**src/rtl/riscv_csr_unit.sv**
```systemverilog
// Machine-mode CSR unit: mie/mtvec/mscratch/mepc/mcause, a 64-bit cycle
// counter, trap/mret state tracking and a single external interrupt request.
`timescale 1ns/1ps
module riscv_csr_unit #(
  parameter logic [31:0] MTVEC_RST = 32'h0000_0000,
  parameter int          IRQ_SYNC  = 1
) (
  input  logic        clk_i,
  input  logic        arst_n_i,
  input  logic        csr_en_i,
  input  logic [1:0]  csr_op_i,
  input  logic [11:0] csr_addr_i,
  input  logic [31:0] csr_wdata_i,
  output logic [31:0] csr_rdata_o,
  output logic        csr_illegal_o,
  input  logic        trap_i,
  input  logic [31:0] trap_pc_i,
  input  logic [31:0] trap_cause_i,
  input  logic        mret_i,
  input  logic        irq_i,
  output logic        irq_req_o,
  output logic [31:0] mtvec_o,
  output logic [31:0] mepc_o
);

  localparam logic [11:0] ADDR_MIE      = 12'h304;
  localparam logic [11:0] ADDR_MTVEC    = 12'h305;
  localparam logic [11:0] ADDR_MSCRATCH = 12'h340;
  localparam logic [11:0] ADDR_MEPC     = 12'h341;
  localparam logic [11:0] ADDR_MCAUSE   = 12'h342;
  localparam logic [11:0] ADDR_CYCLE    = 12'hC00;
  localparam logic [11:0] ADDR_CYCLEH   = 12'hC80;

  localparam logic [1:0]  OP_READ  = 2'b00;
  localparam logic [1:0]  OP_WRITE = 2'b01;
  localparam logic [1:0]  OP_CLEAR = 2'b10;
  localparam logic [1:0]  OP_SET   = 2'b11;

  localparam logic [31:0] ALIGN_MASK = 32'hFFFF_FFFC;

  typedef enum logic {ST_RUN, ST_TRAP} state_e;

  state_e      r_state;
  state_e      w_stateNext;
  logic        w_inRun;

  logic        r_mieMeie;
  logic [31:0] r_mtvec;
  logic [31:0] r_mscratch;
  logic [31:0] r_mepc;
  logic [31:0] r_mcause;
  logic [63:0] r_cycle;
  logic        r_irqPrev;
  logic        r_irqPending;

  logic        w_irqLevel;
  logic        w_irqRise;
  logic [31:0] w_csrVal;
  logic        w_known;
  logic        w_isCounter;
  logic        w_illegal;
  logic [31:0] w_wnew;
  logic        w_wrEn;
  logic [31:0] w_trapPcAligned;

  // Decode the addressed CSR and produce its pre-update value
  always_comb begin
    w_known  = 1'b1;
    w_csrVal = 32'h0;
    case (csr_addr_i)
      ADDR_MIE:      w_csrVal = {20'h0, r_mieMeie, 11'h0};
      ADDR_MTVEC:    w_csrVal = r_mtvec;
      ADDR_MSCRATCH: w_csrVal = r_mscratch;
      ADDR_MEPC:     w_csrVal = r_mepc;
      ADDR_MCAUSE:   w_csrVal = r_mcause;
      ADDR_CYCLE:    w_csrVal = r_cycle[31:0];
      ADDR_CYCLEH:   w_csrVal = r_cycle[63:32];
      default:       w_known  = 1'b0;
    endcase
  end

  assign w_isCounter   = (csr_addr_i == ADDR_CYCLE) || (csr_addr_i == ADDR_CYCLEH);
  assign w_illegal     = csr_en_i && (!w_known || (w_isCounter && (csr_op_i != OP_READ)));
  assign csr_illegal_o = w_illegal;
  assign csr_rdata_o   = (csr_en_i && !w_illegal) ? w_csrVal : 32'h0;

  // Compute the value a write/clear/set operation would leave behind
  always_comb begin
    w_wnew = w_csrVal;
    case (csr_op_i)
      OP_WRITE: w_wnew = csr_wdata_i;
      OP_CLEAR: w_wnew = w_csrVal & ~csr_wdata_i;
      OP_SET:   w_wnew = w_csrVal | csr_wdata_i;
      default:  w_wnew = w_csrVal;
    endcase
  end

  // A trap in the same cycle swallows any CSR write
  assign w_wrEn          = csr_en_i && !w_illegal && (csr_op_i != OP_READ) && !trap_i;
  assign w_trapPcAligned = trap_pc_i & ALIGN_MASK;

  // CSR storage; trap capture overrides software writes to mepc/mcause
  always_ff @(posedge clk_i or negedge arst_n_i) begin
    if (!arst_n_i) begin
      r_mieMeie  <= 1'b0;
      r_mtvec    <= MTVEC_RST & ALIGN_MASK;
      r_mscratch <= 32'h0;
      r_mepc     <= 32'h0;
      r_mcause   <= 32'h0;
    end else if (trap_i) begin
      r_mepc     <= w_trapPcAligned;
      r_mcause   <= trap_cause_i;
    end else if (w_wrEn) begin
      case (csr_addr_i)
        ADDR_MIE:      r_mieMeie  <= w_wnew[11];
        ADDR_MTVEC:    r_mtvec    <= w_wnew & ALIGN_MASK;
        ADDR_MSCRATCH: r_mscratch <= w_wnew;
        ADDR_MEPC:     r_mepc     <= w_wnew & ALIGN_MASK;
        ADDR_MCAUSE:   r_mcause   <= w_wnew;
        default:       ;
      endcase
    end
  end

  // Free-running 64-bit cycle counter, wraps naturally
  always_ff @(posedge clk_i or negedge arst_n_i) begin
    if (!arst_n_i) r_cycle <= 64'h0;
    else           r_cycle <= r_cycle + 64'd1;
  end

  generate
    if (IRQ_SYNC != 0) begin : g_sync
      logic [1:0] r_irqSync;
      // Two-flop synchronizer for the asynchronous interrupt line
      always_ff @(posedge clk_i or negedge arst_n_i) begin
        if (!arst_n_i) r_irqSync <= 2'b00;
        else           r_irqSync <= {r_irqSync[0], irq_i};
      end
      assign w_irqLevel = r_irqSync[1];
    end else begin : g_nosync
      assign w_irqLevel = irq_i;
    end
  endgenerate

  assign w_irqRise = w_irqLevel & ~r_irqPrev;

  // Latch interrupt rising edges; an interrupt trap acknowledges, a new edge wins
  always_ff @(posedge clk_i or negedge arst_n_i) begin
    if (!arst_n_i) begin
      r_irqPrev    <= 1'b0;
      r_irqPending <= 1'b0;
    end else begin
      r_irqPrev <= w_irqLevel;
      if (w_irqRise)                        r_irqPending <= 1'b1;
      else if (trap_i && trap_cause_i[31])  r_irqPending <= 1'b0;
    end
  end

  // Trap state register
  always_ff @(posedge clk_i or negedge arst_n_i) begin
    if (!arst_n_i) r_state <= ST_RUN;
    else           r_state <= w_stateNext;
  end

  // Next state: trap always wins over mret
  always_comb begin
    w_stateNext = r_state;
    case (r_state)
      ST_RUN:  if (trap_i) w_stateNext = ST_TRAP;
      ST_TRAP: if (trap_i) w_stateNext = ST_TRAP;
               else if (mret_i) w_stateNext = ST_RUN;
      default: w_stateNext = ST_RUN;
    endcase
  end

  // State-derived outputs: interrupts are only requested while running
  always_comb begin
    w_inRun = (r_state == ST_RUN);
  end

  assign irq_req_o = r_irqPending & r_mieMeie & w_inRun;
  assign mtvec_o   = r_mtvec;
  assign mepc_o    = r_mepc;

endmodule

```
**config.mk**
```make
export PLATFORM = sky130hd
export DESIGN_NAME = riscv_csr_unit
export DESIGN_NICKNAME = d
export VERILOG_FILES = /design/src/rtl/riscv_csr_unit.sv
export SDC_FILE = /design/constraint.sdc
export NUM_CORES = 1
export LEC_CHECK = 0
export CORE_AREA = 2 2 146 148
export CTS_CLUSTER_DIAMETER = 50
export CTS_CLUSTER_SIZE = 16
export DETAILED_ROUTE_END_ITERATION = 16
export DIE_AREA = 0 0 148 150
export GPL_TIMING_DRIVEN = 0
export PLACE_DENSITY_LB_ADDON = 0.15
export SYNTH_ARGS = -nofsm -noshare
export SYNTH_HDL_FRONTEND = slang
export SYNTH_SLANG_ARGS = --single-unit
```
**constraint.sdc**
```tcl
create_clock -name clk_i -period 3.4 [get_ports clk_i]
set_clock_uncertainty 0.15 [all_clocks]
set_input_delay 0.68 -clock clk_i [delete_from_list [all_inputs] [get_ports clk_i]]
set_output_delay 0.68 -clock clk_i [all_outputs]
set_load 0.1 [all_outputs]
```
==> qor.yml, run 1 <==
timing:
  min_period_over_period_pct: 100.6
  post-route-min-period_ns: 3.420
  setup_viol: 3
  tightest_slew_ns: 1.045
  relSlewSlack_pct: 30.13
  drv_slew: 0
  hold_ws_ns: 0.09507
  hold_viol: 0
  fmax_mhz: 292.4
  setup_slack_ns: -0.01990
  rsz0062_at_grt: "yes"
run_status:
  violations: "setup timing"
  outcome: "complete, but fails checks"
cells_and_area:
  area_growth_pct: 39.31
  diodes: 0
  fin_nets: 1539
  drive_gt1_share_pct: 18.13
  post-route-cell-area_um2: 14700
detailed_routing:
  drc: 0
  drtAntennaViolNets: 0
  wl_per_cell_um: 23.81
  vias: 11030
  first_iter_violations: 1354
  first_pass_iters: 6
  routed_via_density: 6.453
  drt-total-wl_um: 40700
grt:
  grt.overflow.total: 0
  antenna_found_initial: 0
  grt_use_met1_pct: 48.97
  gr-usage-met3_pct: 9.299
  grt_pass1_vias: 10790
  grt_pass1_wl_um: 61490
  track_usage_pct: 36.52
  top_usage_layer: "met2"
  grt_max_degree: 106
  met2_usage_pct: 57.82
min_path:
  hp-class: "in -> async"
synthesis:
  synth_common_cells: "194 x dfrtp_1, 183 x nand2_1, 149 x a21oi_1"
  synthCells: 1183
  ys.flop_type: "dfrtp_1"
  synth_top_area_cell: "dfrtp_1"
  ys.warnings.count: 0
  synth-edff-count: 0
  syn-cell-area_um2: 10550
  synth_most_common_cell: "dfrtp_1"
  synth.distinct_cells: 54
  ys_async_sr_fraction_pct: 100.0
  syn_avg_cell_area_um2: 8.919
  ys_ff_latch: 194
  ys_seq_area_share_pct: 46.01
  synth_top_area_share_pct: 46.01
  synthTopCellsByArea: "dfrtp_1 46%, a21oi_1 7.1%, nand2_1 6.5%"
die:
  fp.dieW_um: 148
  start_util_pct: 51.00
  dieArea_um2: 22200
  ios: 214
  core_area_um2: 20690
  fp.dieH_um: 150
  rows: 53
worst_setup_path:
  start_kind: "input port"
  crit_family: "buffers and inverters"
  critPathMaxFanout: 10
  crit_buf_inv: 4
  cp_cell_sequence: "dlygate4sd2_1 > nor4b_4 > buf_6 > nand2_1 > nor2_4 > buf_6 > nand2_1 > a21oi_4 > buf_12"
  end_kind: "output pin"
  max_stage_delay_ns: 0.33
  crit_type: "in -> out"
  crit_required_ns: 2.57
  cp_slowest_cell: "dlygate4sd2_1"
  arrival_ns: 2.59
pwr:
  p_leak_nw: 5.721
  power_mw: 5.304
  switching_share_pct: 31.33
  ir_drop_v: 0.0003104
  power_frac_clock_pct: 36.6
  power_density_nw_per_um2: 360.8
  power.share.combinational_pct: 17.4
  seqPwrFrac_pct: 45.9
  switching_power_mw: 1.662
  internal_power_mw: 3.642
clock_network:
  worstSkewPairLatency_ns: 0.45
  htreeDepth: 4
  cts.path.max_buffers: 2
  cts_tree: "yes"
  cts_buffers: 17
  clkTransAtPathRegs_ns: 0.08
  cts_sinks: 194
  cts-root-buf: "clkbuf_16"
placed_design:
  place_area_um2: 13420
  pre_cts_slack_ns: -1.894
  io_buffers: 202
  dp_hpwl_um: 28470
  routabilityCongestion: 0.9684
job:
  maxCapViolations: 0
-- worst paths after layout --
kind / startpoint / end / slack (ns) / cells past startpoint
worst min register to register: g_sync.r_irqSync[0]$_DFF_PN0_ / g_sync.r_irqSync[1]$_DFF_PN0_ / 0.21 / 0
worst max register to register: r_cycle[0]$_DFF_PN0_ / r_cycle[56]$_DFF_PN0_ / 0.36 / 6
worst max-delay path: csr_addr_i[5] / csr_rdata_o[20] / -0.02 / 9
max in group asynchronous: arst_n_i / r_mscratch[28]$_DFFE_PN0P_ / 1.99 / 2
min in group clk_i: g_sync.r_irqSync[0]$_DFF_PN0_ / g_sync.r_irqSync[1]$_DFF_PN0_ / 0.21 / 0
worst min-delay path: arst_n_i / r_cycle[36]$_DFF_PN0_ / 0.1 / 1
-- sequential cells by signal, summed over array words and instances (netlist names) --
| signal | cells |
|---|---|
| r_cycle | 64 |
| r_mcause | 32 |
| r_mscratch | 32 |
| mepc_o | 30 |
| mtvec_o | 30 |
| g_sync.r_irqSync | 2 |
| r_irqPending | 1 |
| r_irqPrev | 1 |
| r_mieMeie | 1 |
| r_state | 1 |
-- worst reg2reg max path: stages (launching register included) --
cell,delay [ns]
dfrtp_1,0.50
ha_1,0.26
nand3_1,0.30
nor3_1,0.79
nor4b_4,0.58
nand4_1,0.19
xnor2_1,0.16
-- layout make-up --
cell class	count	area, um2
multi-input combinational	887	5912
buffer	93	596.8
clock buffer	17	425.4
sequential	194	4855
tap	275	344.1
clock inverter	14	120.1
timing repair buffer	218	2405
inverter	11	41.29
fill	1611	5991
-- cell families (layout without fill, tap and decap cells) --
| group | after synthesis | after routing | synth area share, % |
|---|---|---|---|
| other | 1 | 4 | 0.03554 |
| buffers and inverters | 105 | 353 | 4.233 |
| AOI/OAI and AO/OA | 382 | 382 | 22.45 |
| muxes | 36 | 36 | 3.795 |
| DFF | 194 | 194 | 46.01 |
| adders and majority gates | 1 | 1 | 0.1186 |
| xor gates and xnor gates | 62 | 62 | 5.146 |
| and+or+nand+nor | 402 | 402 | 18.21 |
-- timing repair --
action	CTS	global route
hold endpoints to repair	0	0
pin swaps	9	10
resized for setup	354	62
buffers inserted	7	5
endpoints found under the setup margin	74	33
cloned	3	0
hold buffers	0	0
-- power by group through the flow --
stage | Clock (mW) | Combinational [mW] | Sequential, mW
after detailed placement | 0 | 0.889 | 2.48
after floorplan | 0 | 0.286 | 2.70
final | 1.94 | 0.924 | 2.44
after global placement | 0 | 0.875 | 2.48
after CTS | 1.94 | 0.903 | 2.43
after global routing | 2.03 | 0.971 | 2.45
-- layer usage --
| metal | share of wire, % | vias up |
|---|---|---|
| met4 | 4.1 | 0 |
| li1 | - | 4789 |
| met1 | 39 | 5344 |
| met5 | 0 | - |
| met3 | 11 | 151 |
| met2 | 46 | 745 |
-- cell usage in the layout (no fill, tap or decap), drive strengths merged, types with 4 or more instances in the layout --
master,count
mux2,32
a311oi,27
a311o,28
nor2,82
nand4,24
clkbuf,81
nand2,183
clkdlybuf4s50,158
a21oi,149
o21ai,71
and3,8
inv,18
a22oi,31
buf,84
o22ai,59
conb,4
nor3b,4
xor2,14
and2,4
or3,6
nor3,7
nor2b,4
xnor2,48
mux2i,4
nand3,56
nor4,4
clkinv,5
and4,10
dfrtp,194
-- metrics by stage --
step	cells	setup TNS (ns)	util, %
global placement	1663	-1384.13	64.73
detailed placement	1664	-106.01	64.88
CTS	1704	0	70.33
finish	1709	-0.04121	71.05
global route	1709	-0.4434	71.05
floorplan	1186	-1.266	-
Note: power is estimated with default switching activity, not from simulation.
==> run 2, diff against run 1 <==
--- a/config.mk
+++ b/config.mk
@@ -6,12 +6,15 @@
 export NUM_CORES = 1
 export LEC_CHECK = 0
 export CORE_AREA = 2 2 146 148
+export CTS_BUF_LIST = sky130_fd_sc_hd__clkbuf_16
 export CTS_CLUSTER_DIAMETER = 50
 export CTS_CLUSTER_SIZE = 16
 export DETAILED_ROUTE_END_ITERATION = 16
 export DIE_AREA = 0 0 148 150
 export GPL_TIMING_DRIVEN = 0
 export PLACE_DENSITY_LB_ADDON = 0.15
+export SLEW_MARGIN = 20
 export SYNTH_ARGS = -nofsm -noshare
 export SYNTH_HDL_FRONTEND = slang
 export SYNTH_SLANG_ARGS = --single-unit
+export TNS_END_PERCENT = 100
==> qor.yml, run 2 (synthesis results as in run 1) <==
run_status:
  outcome: "complete, no violations"
clock_network:
  cts.path.max_buffers: 2  # unchanged
  cts_sinks: 194  # unchanged
  htreeDepth: 4  # unchanged
  clkTransAtPathRegs_ns: 0.07  # about the same
  worstSkewPairLatency_ns: 0.45  # about the same
  ctsHoldBuffers: 0  # unchanged
  cts-root-buf: "clkbuf_16"
  cts_buffers: 17  # unchanged
  cts_tree: "yes"
worst_setup_path:
  max_stage_delay_ns: 0.36  # +0.03 ns
  arrival_ns: 2.57  # -0.02 ns
  r2r_setup_slack_ns: 0.42  # +0.06 ns
  r2r_cells: 6  # unchanged
  critPathMaxFanout: 10  # unchanged
  crit_required_ns: 2.57  # about the same
  cp_cell_sequence: "dlygate4sd2_1 > and4bb_2 > buf_6 > nand2_1 > nor2_4 > buf_12 > buf_8 > nand2_1 > a21oi_4 > buf_8"
  startpoint: "csr_addr_i[11]"
  end_kind: "output pin"
  r2r_end: "r_cycle[56]$_DFF_PN0_"
  cp_slowest_cell: "and4bb_2"
  r2r-start: "r_cycle[0]$_DFF_PN0_"
  start_kind: "input port"
  crit_type: "in -> out"
die:
  start_util_pct: 51.00  # unchanged
  core_area_um2: 20690  # unchanged
  fp.dieW_um: 148  # unchanged
  rows: 53  # unchanged
  ios: 214  # unchanged
  fp.dieH_um: 150  # unchanged
  dieArea_um2: 22200  # unchanged
grt:
  grt.overflow.total: 0  # unchanged
  antenna_found_initial: 0  # unchanged
  grt_pass1_wl_um: 61380  # -0.19%
  track_usage_pct: 36.42  # -0.097 points
  grt_max_degree: 99  # -6.6%
  grt_pass1_vias: 10930  # +1.4%
timing:
  setup-tns-final_ns: 0  # +0.04121 ns
  tightest_slew_ns: 1.044  # -0.0006735 ns
  hold_viol: 0  # unchanged
  relSlewSlack_pct: 30.18  # +0.045 points
  hold_ws_ns: 0.1181  # +0.02307 ns
  fmax_mhz: 294.2  # +0.62%
  drv_slew: 0  # unchanged
  min_period_over_period_pct: 99.97  # -0.62 points
  setup_viol: 0  # -3
  post-route-min-period_ns: 3.399  # -0.02107 ns
job:
  maxCapViolations: 0  # unchanged
min_path:
  hp-class: "in -> async"
cells_and_area:
  mostFrequentLayoutCells: "194 x dfrtp_1, 181 x nand2_1, 159 x clkdlybuf4s50_1"
  fin_nets: 1552  # +0.84%
  regMostFlops: "r_cycle"
  layout_commonest_cell: "dfrtp_1"
  post-route-cell-area_um2: 14820  # +0.82%
  largest_reg_flops: 64  # unchanged
  post-route-util_pct: 71.63  # +0.58 points
  top_regs: "r_cycle x64, r_mcause x32, r_mscratch x32"
  drive_gt1_share_pct: 18.94  # +0.80 points
  area_growth_pct: 40.45
  final-instance-count-excl-fill: 1722  # +0.76%
  diodes: 0  # unchanged
detailed_routing:
  drt-total-wl_um: 40770  # +0.17%
  vias: 11060  # +0.24%
  routed_via_density: 6.420  # -0.52%
  drc: 0  # unchanged
  wl_per_cell_um: 23.67  # -0.58%
  wl_met2_um: 18720  # -0.14%
  routedLengthMet1_um: 15620  # -0.79%
  first_iter_violations: 1171  # -14%
  highest-signal-layer: "met4"
  drtAntennaViolNets: 0  # unchanged
  wl_met3_um: 4677  # +3.0%
  first_pass_iters: 6  # unchanged
placed_design:
  dp_cells: 1664  # unchanged
  io_buffers: 202  # unchanged
  dp_hpwl_um: 28500  # about the same
  place_area_um2: 13420  # unchanged
  routabilityCongestion: 0.9684  # unchanged
pwr:
  power_density_nw_per_um2: 358.0  # -0.79%
  p_leak_nw: 5.788  # +1.2%
  ir_drop_v: 0.0003384  # +9.0%
run 2: per-layer routing:
metal,vias to the layer above,GRT usage [%]
li1,4811,-
met1,5348,47.72
met2,745,56.90
met3,151,9.939
met4,0,16.00
met5,-,0
run 2: worst max path at each step:
stage	end	slack, ns	cells past startpoint
2_1_floorplan	csr_rdata_o[25]	-0.05	7
3_3_place_gp	g_sync.r_irqSync[1]$_DFF_PN0_	-6.65	1
3_5_place_dp	csr_rdata_o[10]	-1.88	8
4_1_cts	csr_rdata_o[24]	0.02	8
5_1_grt	csr_rdata_o[30]	-0.03	8
6_report	csr_rdata_o[25]	0.001	10
run 2: area by class of cell:
| class | instances | area [um2] |
|---|---|---|
| plain buffers | 93 | 595.6 |
| clock buffers | 17 | 425.4 |
| clock inverters | 14 | 118.9 |
| fillers | 1558 | 5871 |
| inverters | 11 | 41.29 |
| multi-input cells | 887 | 5916 |
| flip-flops and latches | 194 | 4855 |
| well taps | 275 | 344.1 |
| repair buffers | 231 | 2524 |
run 2: per-stage QoR:
step	total power [mW]	worst slack, ns
after floorplan	2.989	-0.04905
after global placement	3.354	-6.649
after detailed placement	3.369	-1.879
after CTS	5.285	0.01588
after global routing	5.448	-0.03264
final	5.305	0.001174
run 2: power breakdown:
group          switching (mW)  internal, mW
Sequential             0.0568          2.38
Clock                   0.988         0.959
Combinational           0.620         0.301
run 2: worst max-delay path, delay by kind of cell:
family,cells,cell delay (ns)
AOI/OAI and AO/OA,1,0.20
buffers and inverters,5,0.92
and+or+nand+nor,4,0.76
run 2: repair_timing:
| item | CTS | global route |
|---|---|---|
| gates resized for setup | 363 | 53 |
| gates cloned | 5 | 3 |
| pin swaps | 13 | 11 |
| buffers inserted | 13 | 7 |
| setup endpoints to repair | 67 | 32 |
==> run 3, diff against run 2 <==
--- a/config.mk
+++ b/config.mk
@@ -5,12 +5,12 @@
 export SDC_FILE = /design/constraint.sdc
 export NUM_CORES = 1
 export LEC_CHECK = 0
-export CORE_AREA = 2 2 146 148
+export CORE_AREA = 2 2 141 143
 export CTS_BUF_LIST = sky130_fd_sc_hd__clkbuf_16
 export CTS_CLUSTER_DIAMETER = 50
 export CTS_CLUSTER_SIZE = 16
 export DETAILED_ROUTE_END_ITERATION = 16
-export DIE_AREA = 0 0 148 150
+export DIE_AREA = 0 0 143 145
 export GPL_TIMING_DRIVEN = 0
 export PLACE_DENSITY_LB_ADDON = 0.15
 export SLEW_MARGIN = 20
==> constraint.sdc (replaced) <==
create_clock -name clk_i -period 4.15 [get_ports clk_i]
set_clock_uncertainty 0.15 [all_clocks]
set_input_delay 0.83 -clock clk_i [delete_from_list [all_inputs] [get_ports clk_i]]
set_output_delay 0.83 -clock clk_i [all_outputs]
set_load 0.01 [all_outputs]
==> qor.yml, run 3 (synthesis results as in run 1) <==
detailed_routing:
  first_pass_iters: 6  # unchanged
  drt-total-wl_um: 38080  # -6.6%
  wl_per_cell_um: 22.55  # -4.8%
  first_iter_violations: 1270  # +8.5%
  vias: 10930  # -1.2%
  drtAntennaViolNets: 0  # unchanged
  routed_via_density: 6.469  # +0.76%
  drc: 0  # unchanged
worst_setup_path:
  crit_type: "in -> out"
  max_stage_delay_ns: 0.54  # +0.18 ns
  arrival_ns: 3.08  # +0.51 ns
  startpoint: "csr_addr_i[9]"
  end_kind: "output pin"
  r2r-start: "r_cycle[0]$_DFF_PN0_"
  start_kind: "input port"
  critPathMaxFanout: 10  # unchanged
  cp_cell_sequence: "clkdlybuf4s50_1 > and4bb_1 > buf_4 > nand3b_2 > o32ai_4 > nand2_2 > clkbuf_4 > a21oi_1 > dlygate4sd2_1"
  crit_required_ns: 3.17  # +0.60 ns
  cp_slowest_cell: "clkdlybuf4s50_1"
clock_network:
  clkTransAtPathRegs_ns: 0.07  # about the same
  htreeDepth: 4  # unchanged
  worstSkewPairLatency_ns: 0.46  # about the same
  cts_sinks: 194  # unchanged
  cts_buffers: 17  # unchanged
  cts-root-buf: "clkbuf_16"
  cts_tree: "yes"
  ctsHoldBuffers: 0  # unchanged
  cts.path.max_buffers: 2  # unchanged
cells_and_area:
  post-route-util_pct: 71.53  # -0.093 points
  fin_nets: 1526  # -1.7%
  layout_commonest_cell: "dfrtp_1"
  final-instance-count-excl-fill: 1689  # -1.9%
  mostFrequentLayoutCells: "194 x dfrtp_1, 181 x nand2_1, 164 x clkdlybuf4s50_1"
  post-route-cell-area_um2: 13740  # -7.3%
  largest_reg_flops: 64  # unchanged
  drive_gt1_share_pct: 10.34  # -8.6 points
  top_regs: "r_cycle x64, r_mcause x32, r_mscratch x32"
  area_growth_pct: 30.21
  regMostFlops: "r_cycle"
pwr:
  switching_share_pct: 27.38  # -4.0 points
  seqPwrFrac_pct: 47.7  # +1.8 points
  power_density_nw_per_um2: 304.6  # -15%
  internal_power_mw: 3.039  # -17%
  power_mw: 4.185  # -21%
  power_frac_clock_pct: 39.6  # +2.9 points
  power.share.combinational_pct: 12.7  # -4.7 points
  switching_power_mw: 1.146  # -31%
  p_leak_nw: 5.596  # -3.3%
  ir_drop_v: 0.0002564  # -24%
job:
  maxCapViolations: 0  # unchanged
grt:
  grt_pass1_wl_um: 58280  # -5.0%
  top_usage_layer: "met2"
  grt_use_met1_pct: 51.26  # +3.5 points
  grt.overflow.total: 0  # unchanged
  antenna_found_initial: 3  # +3
  grt_max_degree: 67  # -32%
  met2_usage_pct: 55.26  # -1.6 points
  track_usage_pct: 36.91  # +0.49 points
  grt_pass1_vias: 10480  # -4.2%
  gr-usage-met3_pct: 8.251  # -1.7 points
die:
  dieArea_um2: 20740  # -6.6%
  core_area_um2: 19210  # -7.2%
  rows: 51  # -3.8%
  fp.dieW_um: 143  # -3.4%
  fp.dieH_um: 145  # -3.3%
  ios: 214  # unchanged
  start_util_pct: 54.93  # +3.9 points
run_status:
  outcome: "complete, no violations"
timing:
  hold_ws_ns: 0.1687  # +0.05053 ns
  rsz0062_at_grt: "no"
  drv_slew: 0  # unchanged
  setup_slack_ns: 0.09184  # +0.09066 ns
  hold_viol: 0  # unchanged
  min_period_over_period_pct: 97.79
  relSlewSlack_pct: 44.66  # +14 points
  tightest_slew_ns: 0.8300  # -0.2141 ns
  fmax_mhz: 246.4
  setup-tns-final_ns: 0  # unchanged
  setup_viol: 0  # unchanged
  post-route-min-period_ns: 4.058
placed_design:
  place_area_um2: 12980  # -3.3%
  pre_cts_slack_ns: -0.6740  # +1.205 ns
  routabilityCongestion: 0.9772  # +0.91%
  io_buffers: 202  # unchanged
  dp_cells: 1655  # -0.54%
  dp_hpwl_um: 27800  # -2.4%
min_path:
  hp-class: "in -> async"
run 3: repair_timing:
| action | 4_1_cts | 5_1_grt |
|---|---|---|
| setup endpoints to repair | 32 | 7 |
| setup buffers | 1 | 0 |
| resized for setup | 88 | 10 |
| pin swaps | 4 | 0 |
run 3: layout make-up:
| class | instances | area [um2] |
|---|---|---|
| fillers | 1457 | 5468 |
| multi-input cells | 887 | 5415 |
| flip-flops and latches | 194 | 4855 |
| repair buffers | 205 | 2058 |
| plain buffers | 93 | 460.4 |
| clock buffers | 17 | 425.4 |
| well taps | 265 | 331.6 |
| clock inverters | 14 | 145.1 |
| inverters | 11 | 41.29 |
| diodes | 3 | 7.507 |
run 3: power by group through the flow:
stage          Combinational, mW  Sequential, mW  Clock (mW)
2_1_floorplan              0.207            2.03           0
3_3_place_gp               0.501            2.03           0
3_5_place_dp               0.516            2.03           0
4_1_cts                    0.523            1.99        1.64
5_1_grt                    0.570            2.00        1.73
6_report                   0.532            2.00        1.66
run 3: metal layers:
metal	vias to the layer above	wire length, um
met1	5268	14730
met4	0	1843
met5	-	0
li1	4768	-
met2	750	17060
met3	140	4438
run 3: final timing paths:
| path | to | depth (start not counted) | slack (ns) |
|---|---|---|---|
| min in group clk_i | g_sync.r_irqSync[1]$_DFF_PN0_ | 0 | 0.21 |
| min reg2reg | g_sync.r_irqSync[1]$_DFF_PN0_ | 0 | 0.21 |
| max in group asynchronous | r_mcause[17]$_DFFE_PN0P_ | 3 | 2.64 |
| max | csr_rdata_o[2] | 9 | 0.09 |
| min | r_cycle[39]$_DFF_PN0_ | 1 | 0.17 |
| max reg2reg | r_cycle[56]$_DFF_PN0_ | 6 | 1.31 |
run 3: worst max-delay path: cells and delay by family:
family | cells | cell delay, ns
AOI/OAI and AO/OA | 2 | 0.43
buffers and inverters | 4 | 1.27
and+or+nand+nor | 3 | 0.54
